### src/rtl/tdm_demux.sv
// ============================================================================
// Module   : tdm_demux
// Brief    : TDM slot demultiplexer; frame-atomic parallel channel output.
//            Optional error counter port enabled by TDM_DEMUX_ERR_CNT_EN.
// Revision : 1.0 - initial release
// ============================================================================
`default_nettype none

module tdm_demux #(
    parameter int DATA_W = 8,
    parameter int NUM_CH = 4,
    parameter int CNT_W  = 4
) (
    input  logic                     clk,
    input  logic                     rst_n,
    input  logic [DATA_W-1:0]        din_i,
    input  logic                     din_valid_i,
    input  logic                     frame_sync_i,
    output logic [NUM_CH*DATA_W-1:0] ch_data_o,
    output logic                     frame_done_o,
    output logic                     locked_o,
    output logic                     sync_err_o
`ifdef TDM_DEMUX_ERR_CNT_EN
    ,
    output logic [7:0]               err_cnt_o
`endif
);

    typedef enum logic [0:0] {
        S_HUNT = 1'b0,
        S_LOCK = 1'b1
    } state_t;

    localparam logic [CNT_W-1:0] c_LAST_SLOT = CNT_W'(NUM_CH - 1);

    state_t                     state_q;
    logic [CNT_W-1:0]           cnt_q;
    logic [DATA_W-1:0]          staging_q [NUM_CH-1];
    logic [NUM_CH*DATA_W-1:0]   ch_data_q;
    logic                       frame_done_q;
    logic                       sync_err_q;
    logic                       locked_q;
    logic                       w_sync_err;

    // Framing violation: sync off slot 0 (early) or slot 0 arriving without sync.
    assign w_sync_err = din_valid_i && (state_q == S_LOCK) &&
                        (frame_sync_i ? (cnt_q != '0) : (cnt_q == '0));

    always_ff @(posedge clk or negedge rst_n) begin
        if (!rst_n) begin
            state_q      <= S_HUNT;
            cnt_q        <= '0;
            for (int k = 0; k < NUM_CH - 1; k++) begin
                staging_q[k] <= '0;
            end
            ch_data_q    <= '0;
            frame_done_q <= 1'b0;
            sync_err_q   <= 1'b0;
            locked_q     <= 1'b0;
        end else begin
            frame_done_q <= 1'b0;
            sync_err_q   <= w_sync_err;
            if (din_valid_i) begin
                case (state_q)
                    S_HUNT: begin
                        if (frame_sync_i) begin
                            staging_q[0] <= din_i;
                            cnt_q        <= CNT_W'(1);
                            state_q      <= S_LOCK;
                            locked_q     <= 1'b1;
                        end
                    end
                    S_LOCK: begin
                        if (frame_sync_i) begin
                            // Normal frame start or early resync: both restart at slot 0.
                            staging_q[0] <= din_i;
                            cnt_q        <= CNT_W'(1);
                        end else if (cnt_q == '0) begin
                            state_q  <= S_HUNT;
                            locked_q <= 1'b0;
                        end else if (cnt_q == c_LAST_SLOT) begin
                            for (int k = 0; k < NUM_CH - 1; k++) begin
                                ch_data_q[k*DATA_W +: DATA_W] <= staging_q[k];
                            end
                            ch_data_q[(NUM_CH-1)*DATA_W +: DATA_W] <= din_i;
                            frame_done_q <= 1'b1;
                            cnt_q        <= '0;
                        end else begin
                            for (int k = 1; k < NUM_CH - 1; k++) begin
                                if (cnt_q == CNT_W'(k)) begin
                                    staging_q[k] <= din_i;
                                end
                            end
                            cnt_q <= cnt_q + CNT_W'(1);
                        end
                    end
                    default: begin
                        state_q  <= S_HUNT;
                        locked_q <= 1'b0;
                        cnt_q    <= '0;
                    end
                endcase
            end
        end
    end

    assign ch_data_o    = ch_data_q;
    assign frame_done_o = frame_done_q;
    assign sync_err_o   = sync_err_q;
    assign locked_o     = locked_q;

`ifdef TDM_DEMUX_ERR_CNT_EN
    logic [7:0] err_cnt_q;
    logic [7:0] err_cnt_d;

    always_comb begin
        err_cnt_d = err_cnt_q;
        if (w_sync_err && (err_cnt_q != 8'hFF)) begin
            err_cnt_d = err_cnt_q + 8'd1;
        end
    end

    always_ff @(posedge clk or negedge rst_n) begin
        if (!rst_n) begin
            err_cnt_q <= 8'h00;
        end else begin
            err_cnt_q <= err_cnt_d;
        end
    end

    assign err_cnt_o = err_cnt_q;
`endif

endmodule

`default_nettype wire

### config.mk
export PLATFORM = sky130hd
export DESIGN_NAME = tdm_demux
export DESIGN_NICKNAME = d
export VERILOG_FILES = /design/src/rtl/tdm_demux.sv
export SDC_FILE = /design/constraint.sdc
export NUM_CORES = 1
export LEC_CHECK = 0
export BUFFER_PORTS_ARGS = -buffer_cell sky130_fd_sc_hd__buf_2
export CAP_MARGIN = 0
export CORE_ASPECT_RATIO = 0.9
export CORE_UTILIZATION = 55
export CTS_BUF_LIST = sky130_fd_sc_hd__clkbuf_8
export CTS_CLUSTER_SIZE = 24
export DETAILED_ROUTE_END_ITERATION = 16
export PLACE_DENSITY_LB_ADDON = 0.12
export RECOVER_POWER = 100
export SLEW_MARGIN = 10
export SYNTH_ARGS = -nofsm -noshare
export SYNTH_HDL_FRONTEND = slang
export SYNTH_SLANG_ARGS = --single-unit
### constraint.sdc
create_clock -name clk -period 2.2 [get_ports clk]
set_clock_uncertainty 0.15 [all_clocks]
set_input_delay 0.22 -clock clk [delete_from_list [all_inputs] [get_ports clk]]
set_output_delay 0.22 -clock clk [all_outputs]
set_load 0.03 [all_outputs]
==> reports/qor.csv <==
stage;metric;value;unit
routing;routed_via_density;5.418;
place;port_buffers;46;
routing;first_pass_iters;4;
logic_synthesis;synth_top_family_by_area;multiplexers;
run;drv_cap;0;
sta;period_minus_slack;2.136;ns
routing;drt_wl_total;5406;µm
clock_network;htreeDepth;3;
layout;final_nets;250;
layout;layout.cells.non_filler;299;
worst_setup_path;reg2reg_depth;8;
logic_synthesis;synthArstFlopShare;1.000;
layout;finalCoreUtilization;0.7247;
place;dp_cells;277;
grt;grt_use_total;0.2219;
clock_network;cts_tree;built;
sta;timing.slew.headroom;0.4943;
worst_setup_path;crit_path_start_kind;register;
sta;finalSetupTns;0;ns
layout;drive_gt1_frac;0.4135;
logic_synthesis;yosysWarnings;0;
logic_synthesis;ys_seq_area_frac;0.5853;
pwr;total_power;5.077;mW
grt;grt_overflow;0;
logic_synthesis;ys.flop_type;dfrtp_1;
logic_synthesis;yosysUniqueCellTypes;27;
worst_setup_path;cp.arrival;2.21;ns
worst_setup_path;startpoint;cnt_q[1]$_DFFE_PN0P_;
worst_setup_path;slowest_stage;dfrtp_1;
floorplan;row_count;23;
logic_synthesis;syn_nets;189;
worst_setup_path;crit_family;buffers and inverters;
worst_setup_path;critPathKind;register to register;
layout;final_common_cell;dfrtp_1;
logic_synthesis;synth_top_area_frac;0.5853;
worst_setup_path;cp_max_fo;8;
clock_network;clkLatencyLatePin;0.33;ns
logic_synthesis;yosys.area_share.simple;0.06173;
layout;final_cell_mix;dfrtp_1, clkbuf_1, mux2_4;
clock_network;cts_made_buffers;9;
min_path;hold_class;input port to register;
sta;hold_viol;0;
clock_network;cts.path.max_buffers;2;
grt;grt_pass1_vias;1691;
worst_setup_path;crit_path_max_incr_delay;0.43;ns
logic_synthesis;synthAdderAreaFrac;0.02743;
floorplan;chipHeight;68.92;µm
layout;area_growth;21.95;%
pwr;peakVddDrop;0.0008640;V
logic_synthesis;avgSynthCellArea;16.00;µm²
grt;antenna_found_initial;0;
status;run_status;finished, final reports clean;
grt;grt_first_pass_wirelength;8514;µm
pwr;cellLeakagePower;1.564;nW
grt;grt_max_degree;35;
place;dpl.hpwl;3406;µm
routing;wl_per_cell;18.08;µm
logic_synthesis;syn-cell-area;2736;µm²
layout;diodes;0;
worst_setup_path;crit_path_end_kind;register;
sta;clock.fmax;0.4682;GHz
logic_synthesis;yosysTopAreaCell;dfrtp_1;
logic_synthesis;synth_area_leaders;dfrtp_1, mux2_4, mux2_2, ha_1, buf_6;
floorplan;io_pins;47;
floorplan;die_w;76.35;µm
min_path;min_path_cells;2;
worst_setup_path;cp_cell_sequence;inv_1 -> ha_2 -> nand2_1 -> ha_1 -> nor3b_4 -> buf_6 -> clkbuf_16 -> mux2_4;
floorplan;die-area;5262;µm²
logic_synthesis;yosys_register_bits;64;
sta;finalWorstSetupSlack;0.06408;ns
place;place.gp.congestion;0.8830;
routing;vias;1620;
clock_network;cts-root-buf;clkbuf_8;
worst_setup_path;path_buf_inv;3;
logic_synthesis;synthCells;171;
worst_setup_path;r2r-start;cnt_q[1]$_DFFE_PN0P_;
sta;holdWs;0.01885;ns
worst_setup_path;cp_num_cells;8;
sta;finalCritPeriodShare;0.9709;
floorplan;core_area;4604;µm²
logic_synthesis;synth_xor_area_frac;0;
layout;design_area;3337;µm²
place;placed_area;3063;µm²
clock_network;cts_sinks;64;
logic_synthesis;synth_compound_gate_area_share;0.02423;
worst_setup_path;cp.required;2.27;ns
routing;drcViolationCount;0;
logic_synthesis;synth_edf_count;0;
sta;worst_pin_slew;0.7586;ns
pwr;power.density;1522;nW/µm²
routing;drt_iter0_markers;52;
place;pre_cts_ws;0.04984;ns
floorplan;initial_core_util;0.5943;
sta;slew_viol_final;0;
sta;setup_violations;0;
min_path;hold_start;din_i[6];
routing;antenna_left;0;
clock_network;path_clk_slew;0.07;ns
logic_synthesis;synth_mux_area_frac;0.2753;
-- routing by layer --
metal  track usage  part of all wire
met5             0                 0
met3       0.05789             0.042
met2        0.3750              0.52
met4        0.1154             0.012
met1        0.2697              0.42
-- report_power, final --
part	total, mW	internal, mW	switching, mW
clock	1.22	0.779	0.438
sequential	1.98	1.66	0.321
combinational	1.88	0.776	1.10
total	5.08	3.22	1.86
-- worst register-to-register path, cell delays in order, from the launching register on --
cell,delay (ns)
dfrtp_1,0.43
inv_1,0.11
ha_2,0.22
nand2_1,0.08
ha_1,0.14
nor3b_4,0.27
buf_6,0.16
clkbuf_16,0.16
mux2_4,0.30
-- cell type report --
class                      instances  area [µm²]
timing repair buffer              56       320.3
tap                               62       77.57
clock inverter                     6       107.6
multi-input combinational         95        1069
clock buffer                      10       137.6
fill                             305        1267
sequential                        64        1603
inverter                           6       22.52
-- cells by family after synthesis --
logic type	Yosys count
AO/OA/AOI/OAI	10
adder cells (fa/ha/maj)	6
multiplexers	57
buffers and inverters	12
AND/OR/NAND/NOR	22
flip-flops	64
-- synthesized netlist by cell type, drive strengths merged, types with 2 or more instances --
| cell type | number |
|---|---|
| o21ai | 2 |
| and3 | 2 |
| nor4b | 2 |
| nand4 | 3 |
| ha | 6 |
| nor2 | 2 |
| buf | 6 |
| a21oi | 2 |
| inv | 6 |
| mux2 | 56 |
| a31oi | 2 |
| dfrtp | 64 |
| nand3 | 2 |
| nor2b | 2 |
| nand2 | 5 |
-- worst paths after layout --
path / endpoint / slack (ns)
min reg2reg: ch_data_o[15]$_DFFE_PN0P_ / 0.35
max in group asynchronous: staging_q[7]$_DFFE_PN0P_ / 0.36
max reg2reg: ch_data_o[26]$_DFFE_PN0P_ / 0.06
min in group asynchronous: ch_data_o[11]$_DFFE_PN0P_ / 0.33
min: ch_data_o[30]$_DFFE_PN0P_ / 0.02
max: ch_data_o[26]$_DFFE_PN0P_ / 0.06
-- repair_timing --
action	in CTS	in global routing
hold endpoints to repair	30	0
endpoints found under the setup margin	0	32
setup buffers	0	3
resized for setup	0	4
hold buffers	1	0
-- flip-flops by register name, summed over array words and instances (netlist names) --
signal / count
ch_data_o: 32
staging_q: 24
sync_err_o: 1
cnt_q: 4
locked_o: 1
frame_done_o: 1
state_q: 1
No activity file was read; power rests on OpenSTA's default activity.
